$ cat src/rtl/dmem_arbiter.sv
// dmem_arbiter: shares the single data_mem port between the CPU load/store unit (C) and the loader/debug port (D).
// Grant is combinational in the request cycle; load data is tagged back to its port exactly one cycle after grant.
// Illegal/misaligned requests get a one-cycle err and never reach memory. Optional macro DMEM_ARB_RR_EN: round-robin (default fixed C>D).
module dmem_arbiter #(
  parameter int ADDR_W = 32
) (
  input  logic              clk,
  input  logic              rst_n,
  input  logic              c_req,
  input  logic              c_we,
  input  logic [5:0]        c_alucode,
  input  logic [ADDR_W-1:0] c_addr,
  input  logic [31:0]       c_wdata,
  output logic              c_gnt,
  output logic              c_err,
  output logic              c_rvalid,
  input  logic              d_req,
  input  logic              d_we,
  input  logic [5:0]        d_alucode,
  input  logic [ADDR_W-1:0] d_addr,
  input  logic [31:0]       d_wdata,
  output logic              d_gnt,
  output logic              d_err,
  output logic              d_rvalid,
  output logic [31:0]       rdata,
  output logic [5:0]        m_alucode,
  output logic              m_is_load,
  output logic              m_is_store,
  output logic [ADDR_W-1:0] m_addr,
  output logic [31:0]       m_wdata,
  input  logic [31:0]       m_rdata
);

  // Access-kind codes, mirroring the ALU_LB..ALU_SW values of define.vh.
  localparam logic [5:0] ALU_LB  = 6'd16;
  localparam logic [5:0] ALU_LH  = 6'd17;
  localparam logic [5:0] ALU_LW  = 6'd18;
  localparam logic [5:0] ALU_LBU = 6'd19;
  localparam logic [5:0] ALU_LHU = 6'd20;
  localparam logic [5:0] ALU_SB  = 6'd21;
  localparam logic [5:0] ALU_SH  = 6'd22;
  localparam logic [5:0] ALU_SW  = 6'd23;

  localparam logic PORT_C = 1'b0;
  localparam logic PORT_D = 1'b1;

  // Code must match the access direction; halfwords may not start at byte 3,
  // words must be word aligned.
  function automatic logic access_ok(input logic we, input logic [5:0] code,
                                     input logic [1:0] off);
    logic ok;
    ok = 1'b0;
    if (!we) begin
      case (code)
        ALU_LB, ALU_LBU: ok = 1'b1;
        ALU_LH, ALU_LHU: ok = (off != 2'd3);
        ALU_LW:          ok = (off == 2'd0);
        default:         ok = 1'b0;
      endcase
    end else begin
      case (code)
        ALU_SB:  ok = 1'b1;
        ALU_SH:  ok = (off != 2'd3);
        ALU_SW:  ok = (off == 2'd0);
        default: ok = 1'b0;
      endcase
    end
    return ok;
  endfunction

  logic        c_legal, d_legal;
  logic        c_ok, d_ok;
  logic        pick_c, pick_d;
  logic        resp_v_q, resp_v_d;
  logic        resp_port_q, resp_port_d;
  logic [15:0] gnt_cnt_c, gnt_cnt_d;

  // Screen both requesters; everything is gated off while reset is held.
  always_comb begin
    c_legal = access_ok(c_we, c_alucode, c_addr[1:0]);
    d_legal = access_ok(d_we, d_alucode, d_addr[1:0]);
    c_ok    = rst_n & c_req & c_legal;
    d_ok    = rst_n & d_req & d_legal;
    c_err   = rst_n & c_req & ~c_legal;
    d_err   = rst_n & d_req & ~d_legal;
  end

`ifdef DMEM_ARB_RR_EN
  logic prio_q, prio_d;  // port preferred on the next conflict

  assign pick_c = c_ok & (~d_ok | (prio_q == PORT_C));

  // After a grant the other port becomes preferred.
  always_comb begin
    prio_d = prio_q;
    if (pick_c)      prio_d = PORT_D;
    else if (pick_d) prio_d = PORT_C;
  end

  // Priority pointer register.
  always_ff @(posedge clk or negedge rst_n) begin
    if (!rst_n) prio_q <= PORT_C;
    else        prio_q <= prio_d;
  end
`else
  assign pick_c = c_ok;
`endif

  assign pick_d = d_ok & ~pick_c;
  assign c_gnt  = pick_c;
  assign d_gnt  = pick_d;

  // Drive the memory port from the winner; park everything at 0 when idle.
  always_comb begin
    m_is_load  = 1'b0;
    m_is_store = 1'b0;
    m_addr     = '0;
    m_wdata    = '0;
    m_alucode  = '0;
    if (pick_c) begin
      m_is_load  = ~c_we;
      m_is_store = c_we;
      m_addr     = c_addr;
      m_wdata    = c_wdata;
      m_alucode  = c_alucode;
    end else if (pick_d) begin
      m_is_load  = ~d_we;
      m_is_store = d_we;
      m_addr     = d_addr;
      m_wdata    = d_wdata;
      m_alucode  = d_alucode;
    end
  end

  // A granted load expects data next cycle; remember who asked for it.
  always_comb begin
    resp_v_d    = (pick_c & ~c_we) | (pick_d & ~d_we);
    resp_port_d = pick_d ? PORT_D : PORT_C;
  end

  // Response stage; reset drops any load still in flight.
  always_ff @(posedge clk or negedge rst_n) begin
    if (!rst_n) begin
      resp_v_q    <= 1'b0;
      resp_port_q <= PORT_C;
    end else begin
      resp_v_q    <= resp_v_d;
      resp_port_q <= resp_port_d;
    end
  end

  // Per-port grant counters, free-running and wrapping.
  always_ff @(posedge clk or negedge rst_n) begin
    if (!rst_n) begin
      gnt_cnt_c <= 16'd0;
      gnt_cnt_d <= 16'd0;
    end else begin
      if (pick_c) gnt_cnt_c <= gnt_cnt_c + 16'd1;
      if (pick_d) gnt_cnt_d <= gnt_cnt_d + 16'd1;
    end
  end

  assign c_rvalid = resp_v_q & (resp_port_q == PORT_C);
  assign d_rvalid = resp_v_q & (resp_port_q == PORT_D);
  assign rdata    = m_rdata;

endmodule

$ cat config.mk
export PLATFORM = sky130hd
export DESIGN_NAME = dmem_arbiter
export DESIGN_NICKNAME = d
export VERILOG_FILES = /design/src/rtl/dmem_arbiter.sv
export SDC_FILE = /design/constraint.sdc
export NUM_CORES = 1
export LEC_CHECK = 0
export ABC_CLOCK_PERIOD_IN_PS = 2500
export BUFFER_PORTS_ARGS = -buffer_cell sky130_fd_sc_hd__buf_4
export CAP_MARGIN = 5
export CORE_AREA = 2 2 111 113
export DETAILED_ROUTE_END_ITERATION = 6
export DIE_AREA = 0 0 113 115
export PLACE_DENSITY = 0.58
export REMOVE_ABC_BUFFERS = 1
export SYNTH_ARGS = -nofsm -noshare
export SYNTH_HDL_FRONTEND = slang
export SYNTH_SLANG_ARGS = --single-unit
$ cat constraint.sdc
create_clock -name clk -period 2.5 [get_ports clk]
set_input_delay 0.125 -clock clk [delete_from_list [all_inputs] [get_ports clk]]
set_output_delay 0.125 -clock clk [all_outputs]
set_load 0.01 [all_outputs]
==> results.toml, run 1 <==
[status]
status = "finished, violations left"
violations = "design-rule violations"

[routing]
vias = 2725
wire_per_inst_um = 14.29
via_per_inst = 4.312
dr.pass1.iters = 7
drt_iter0_drc = 101
wl_mm = 9.034
drc = 8
ant_nets = 0

[yosys]
synth-seq-area-share_pct = 2.743
synth_top_area_share_pct = 25.93
avgSynthCellArea_um2 = 5.828
yosys_warnings = 0
ys_ff_latch = 2
netlist_instances = 313
synth_edf_count = 0
ys_types = 38
synthFlopType = "dfrtp_1"
synth_top_area_cell = "o31ai_1"
yosysMostFrequentCell = "inv_1"
synth.area.top_cells = "o31ai_1, inv_1, nand2_1"
async_reset_ff_share_pct = 100.0
syn-cell-area_um2 = 1824
yosys-top-cells-count = "inv_1, nand2_1, o31ai_1"

[global_route]
grt_pass1_vias = 2464
overflow = 0
met1_usage_pct = 14.43
grt_first_pass_wirelength_mm = 12.64
grt_usage_pct = 12.08
grt_max_degree = 71
antenna_found_initial = 0
grt_use_met2_pct = 19.52
met3_usage_pct = 6.800
top_usage_layer = "met2"

[clock_network]
cts_buffer_depth = 2
post_cts_buffers = 0
clk_pin_slew_ns = 0.03
numCtsBuffers = 3
root_buffer = "clkbuf_16"
cts_tree = "done"
cts-htree-levels = 1
cts_sinks = 2

[setup_path]
end_kind = "output port"
max_stage_delay_ns = 0.43
worstPathMaxFanout = 30
crit_slowest_cell = "or3b_1"
path_buf_inv = 3
worst_path_most_repeated_cell = "buf_4"
critical_path_class = "input pin to output port"
cp.required_ns = 2.38
path_cells = "buf_4 -> or3b_1 -> a2111oi_2 -> o221ai_1 -> a21o_2 -> buf_12 -> o31ai_1 -> buf_4"
cp-start-kind = "input pin"
worst_path_dominant_cell_family = "compound AO/OA/AOI/OAI gates"
critPathArrivalTime_ns = 2.18

[floorplanning]
io_pins = 288
initial_utilization_pct = 15.44
dieWidth_um = 113
die_y_um = 115
coreArea_um2 = 11810
std_cell_rows = 40
dieArea_um2 = 13000

[sta]
setup_viol = 0
rsz0062_at_grt = "no"
timing.hold.ws_ns = 0.1596
finalMaxSlewViolations = 0
max_freq_ghz = 0.4346
finalCritPeriodShare_pct = 92.05
finalCriticalPeriod_ns = 2.301
setup_ws_ns = 0.1988
final-hold-violation-count = 0

[power_and_ir_drop]
p_total_uw = 561.4
irDropWorstVdd_uv = 143.0
power_density_nw_per_um2 = 162.9
leakage_uw = 0.001901

[finish]
n_antenna_cell = 0
layout.cells.non_filler = 632
nets = 665
n_fill_cell = 1293
final_util_pct = 29.17
drive_gt1_share_pct = 49.48
syn2layout_area_growth_pct = 88.89

[hold_path]
whs_endpoint = "resp_v_q"
hold_path_class = "input pin to flip-flop"
hold_depth = 2
worstHoldStart = "d_we"

[placed_design]
place_hpwl_mm = 7.568
placed_cells = 628
pre_cts_ws_ns = 0.06165
gp_congestion = 0.7597
io_buffers = 221

[job]
max_cap_violations = 0
## cell type report
type                    instances  area (um^2)  area share [%]
repair buffers                226         1749           50.76
multi-input cells             183         1121           32.53
inverters                      71        266.5           7.734
well taps                     147        183.9           5.338
clock buffers                   3        75.07           2.179
flip-flops and latches          2        50.05           1.452
## per-layer routing
layer  up-vias  share of wire (%)
li1       1337                  -
met1      1215                 39
met2       169                 46
met3         2                 14
met4         2                  0
met5         -               0.92
## registers in the layout (all words and copies together), names as in the netlist
signal,cells
resp_port_q,1
resp_v_q,1
## per-stage QoR
stage	setup TNS [ns]	instance area (um^2)
after floorplan	-493.55	1413
after global routing	0	3446
after detailed placement	0	3349
after CTS	0	3435
after global placement	0	3349
final	0	3446
## cell usage in the layout, fill, tap and decap left out, types with 2 or more instances in the layout
| cell type | n |
|---|---|
| mux2i_1 | 2 |
| nand2b_1 | 2 |
| conb_1 | 2 |
| nand2_1 | 69 |
| nand3_1 | 4 |
| o31ai_1 | 62 |
| a21oi_1 | 5 |
| o21ai_0 | 2 |
| buf_12 | 4 |
| o31ai_2 | 7 |
| nor2_1 | 6 |
| clkbuf_16 | 3 |
| inv_1 | 71 |
| buf_4 | 221 |
| dfrtp_1 | 2 |
| o2111ai_1 | 2 |
## power by group
group	internal, uW	switching (uW)	total, uW
sequential	32.9	0.129	33.1
combinational	186	104	291
clock	203	34.4	238
total	423	139	561
## what timing repair did
item,CTS,global route
resized for setup,0,3
setup endpoints to repair,0,43
hold buffers,1,0
hold endpoints to repair,2,0
## logic make-up (layout without fill, tap and decap cells)
group	after synthesis	count (layout)	share of synthesized area, %
AO/OA/AOI/OAI	87	87	36.76
AND/OR/NAND/NOR	92	92	21.81
multiplexers	2	2	1.097
flip-flops	2	2	2.744
buffers and inverters	129	300	37.38
other	1	2	0.2056
## worst max-delay path by stage
stage,from,end,depth (start not counted)
detailed placement,d_alucode[3],m_wdata[31],8
finish,d_alucode[3],m_addr[1],8
global route,d_alucode[3],m_wdata[31],8
global placement,d_alucode[3],m_wdata[31],8
floorplan,c_alucode[3],resp_port_q,4
CTS,d_alucode[3],m_wdata[31],8
No activity file was read; power rests on OpenSTA's default activity.
==> run 2: changes to the inputs <==
--- a/config.mk
+++ b/config.mk
@@ -8,10 +8,12 @@
 export ABC_CLOCK_PERIOD_IN_PS = 2500
 export BUFFER_PORTS_ARGS = -buffer_cell sky130_fd_sc_hd__buf_4
 export CAP_MARGIN = 5
-export CORE_AREA = 2 2 111 113
+export CELL_PAD_IN_SITES_DETAIL_PLACEMENT = 1
+export CELL_PAD_IN_SITES_GLOBAL_PLACEMENT = 2
+export CORE_MARGIN = 2
+export CORE_UTILIZATION = 11
 export DETAILED_ROUTE_END_ITERATION = 6
-export DIE_AREA = 0 0 113 115
-export PLACE_DENSITY = 0.58
+export PLACE_DENSITY = 0.91
 export REMOVE_ABC_BUFFERS = 1
 export SYNTH_ARGS = -nofsm -noshare
 export SYNTH_HDL_FRONTEND = slang
==> run 2 against run 1 <==
  * The flow now finishes without violations
  * Final area grew 2.5%
  * Via count shrank 0.29%
  * Hold slack lost 0.0087 ns
  * Combinational power barely moved
  * Global-route usage is 0.81 points lower
  * Count of clock-buffer cells in the layout is the same
  * Non-clock buffer count unchanged
  * Routed wire length rose by 16%
  * Sequential share of layout area hardly changed
  * First-iteration DRC count is 13% lower
  * Critical path depth unchanged
  * Power rose by 0.59%
==> results.toml, run 2 (synthesized netlist as in run 1, its figures left out) <==
[setup_path]
path_cells = "buf_4 -> or3b_1 -> a2111oi_1 -> o221ai_1 -> a21o_2 -> buf_12 -> o31ai_1 -> buf_4"
critical_path_class = "input pin to output port"
critPathArrivalTime_ns = 2.19
cp.required_ns = 2.38
worst_path_dominant_cell_family = "compound AO/OA/AOI/OAI gates"
end_kind = "output port"
crit_slowest_cell = "or3b_1"
cp-start-kind = "input pin"
worstPathMaxFanout = 34
path_buf_inv = 3
worst_path_most_repeated_cell = "buf_4"
max_stage_delay_ns = 0.41
crit_start = "d_alucode[3]"

[hold_path]
worstHoldStart = "d_we"
hold_path_class = "input pin to flip-flop"

[floorplanning]
dieArea_um2 = 17630
std_cell_rows = 47
coreArea_um2 = 16410
initial_utilization_pct = 11.12
io_pins = 288
dieWidth_um = 132.8
die_y_um = 132.8

[power_and_ir_drop]
irDropWorstVdd_uv = 145.3
p_switching_uw = 141.8
internal_power_uw = 422.9
power_density_nw_per_um2 = 159.9
clockPowerShare_pct = 43.0
combPwrFrac_pct = 51.2
leakage_uw = 0.001900
p_sw_share_pct = 25.11
p_total_uw = 564.7
power_frac_seq_pct = 5.8

[sta]
max_freq_ghz = 0.4322
timing.slew.headroom_pct = 62.59
finalMaxSlewViolations = 0
finalCritPeriodShare_pct = 92.54
worst_slew_pin_slew_ns = 0.5569
rsz0062_at_grt = "no"
finalCriticalPeriod_ns = 2.314
final-hold-violation-count = 0
timing.hold.ws_ns = 0.1508
setup_viol = 0

[clock_network]
cts_buffer_depth = 2
root_buffer = "clkbuf_16"
cts_sinks = 2
clk_pin_slew_ns = 0.03
cts_tree = "done"
numCtsBuffers = 3
cts-htree-levels = 1

[routing]
drt_iter0_drc = 88
dr.pass1.iters = 4
vias = 2717
drc = 0
ant_nets = 0
wire_per_inst_um = 14.88
via_per_inst = 3.854
wl_mm = 10.49

[finish]
n_antenna_cell = 0
syn2layout_area_growth_pct = 93.62
fin_area_um2 = 3532
drive_gt1_share_pct = 49.28
final_common_cell = "buf_4"
mostFrequentLayoutCells = "buf_4, inv_1, nand2_1"
reg.largest.list = "resp_port_q: 1 flops, resp_v_q: 1 flops"
final_util_pct = 21.53
nets = 665

[global_route]
grt_first_pass_wirelength_mm = 15.66
antenna_found_initial = 0
overflow = 0
grt_usage_pct = 11.27
grt_max_degree = 87
grt_pass1_vias = 2754

[status]
status = "completed"

[placed_design]
postPlaceCellArea_um2 = 3441
place_hpwl_mm = 8.805
io_buffers = 221
gp_congestion = 0.7388

[job]
max_cap_violations = 0
run 2: cell counts in the layout (fill, tap and decap cells not counted):
No cell type changed its count.
run 2: final cells by class:
class	instances	area, um^2
clock buffers	3	75.07
fillers	2056	12870
inverters	71	266.5
multi-input cells	183	1116
flip-flops and latches	2	50.05
well taps	220	275.3
repair buffers	226	1749
run 2: repair_timing:
action	in CTS	in global routing
buffers inserted	0	0
setup endpoints to repair	0	2
hold endpoints to repair	2	0
resized for setup	0	2
hold buffers	1	0
run 2: worst paths after layout:
| path | slack [ns] | cells after the start | end |
|---|---|---|---|
| worst max-delay path | 0.19 | 8 | m_wdata[27] |
| worst min-delay path | 0.15 | 2 | resp_v_q |
| max in group asynchronous | 2.14 | 2 | resp_v_q |
| min in group asynchronous | 0.26 | 2 | resp_port_q |
run 2: through the flow:
stage	setup TNS, ns	cells	setup WS [ns]
final	0	705	0.1865
after global routing	0	705	0.01519
after CTS	0	705	0.1089
after detailed placement	0	701	0.1144
after global placement	0	701	0.1149
after floorplan	-493.55	256	-7.456
run 2: power groups by stage:
stage / logic [uW] / registers [uW] / clock network [uW]
detailed placement: 290 / 33.4 / 0
floorplan: 69.1 / 33.4 / 0
global route: 318 / 33.1 / 250
global placement: 285 / 33.4 / 0
finish: 289 / 33.0 / 243
CTS: 292 / 33.0 / 244
run 2: metal layers:
layer	global-route usage (%)	vias up	part of all wire [%]
met5	3.611	-	0.85
met4	1.613	2	1.1
met3	11.19	14	20
met2	16.21	180	41
met1	11.72	1182	36
li1	-	1339	-
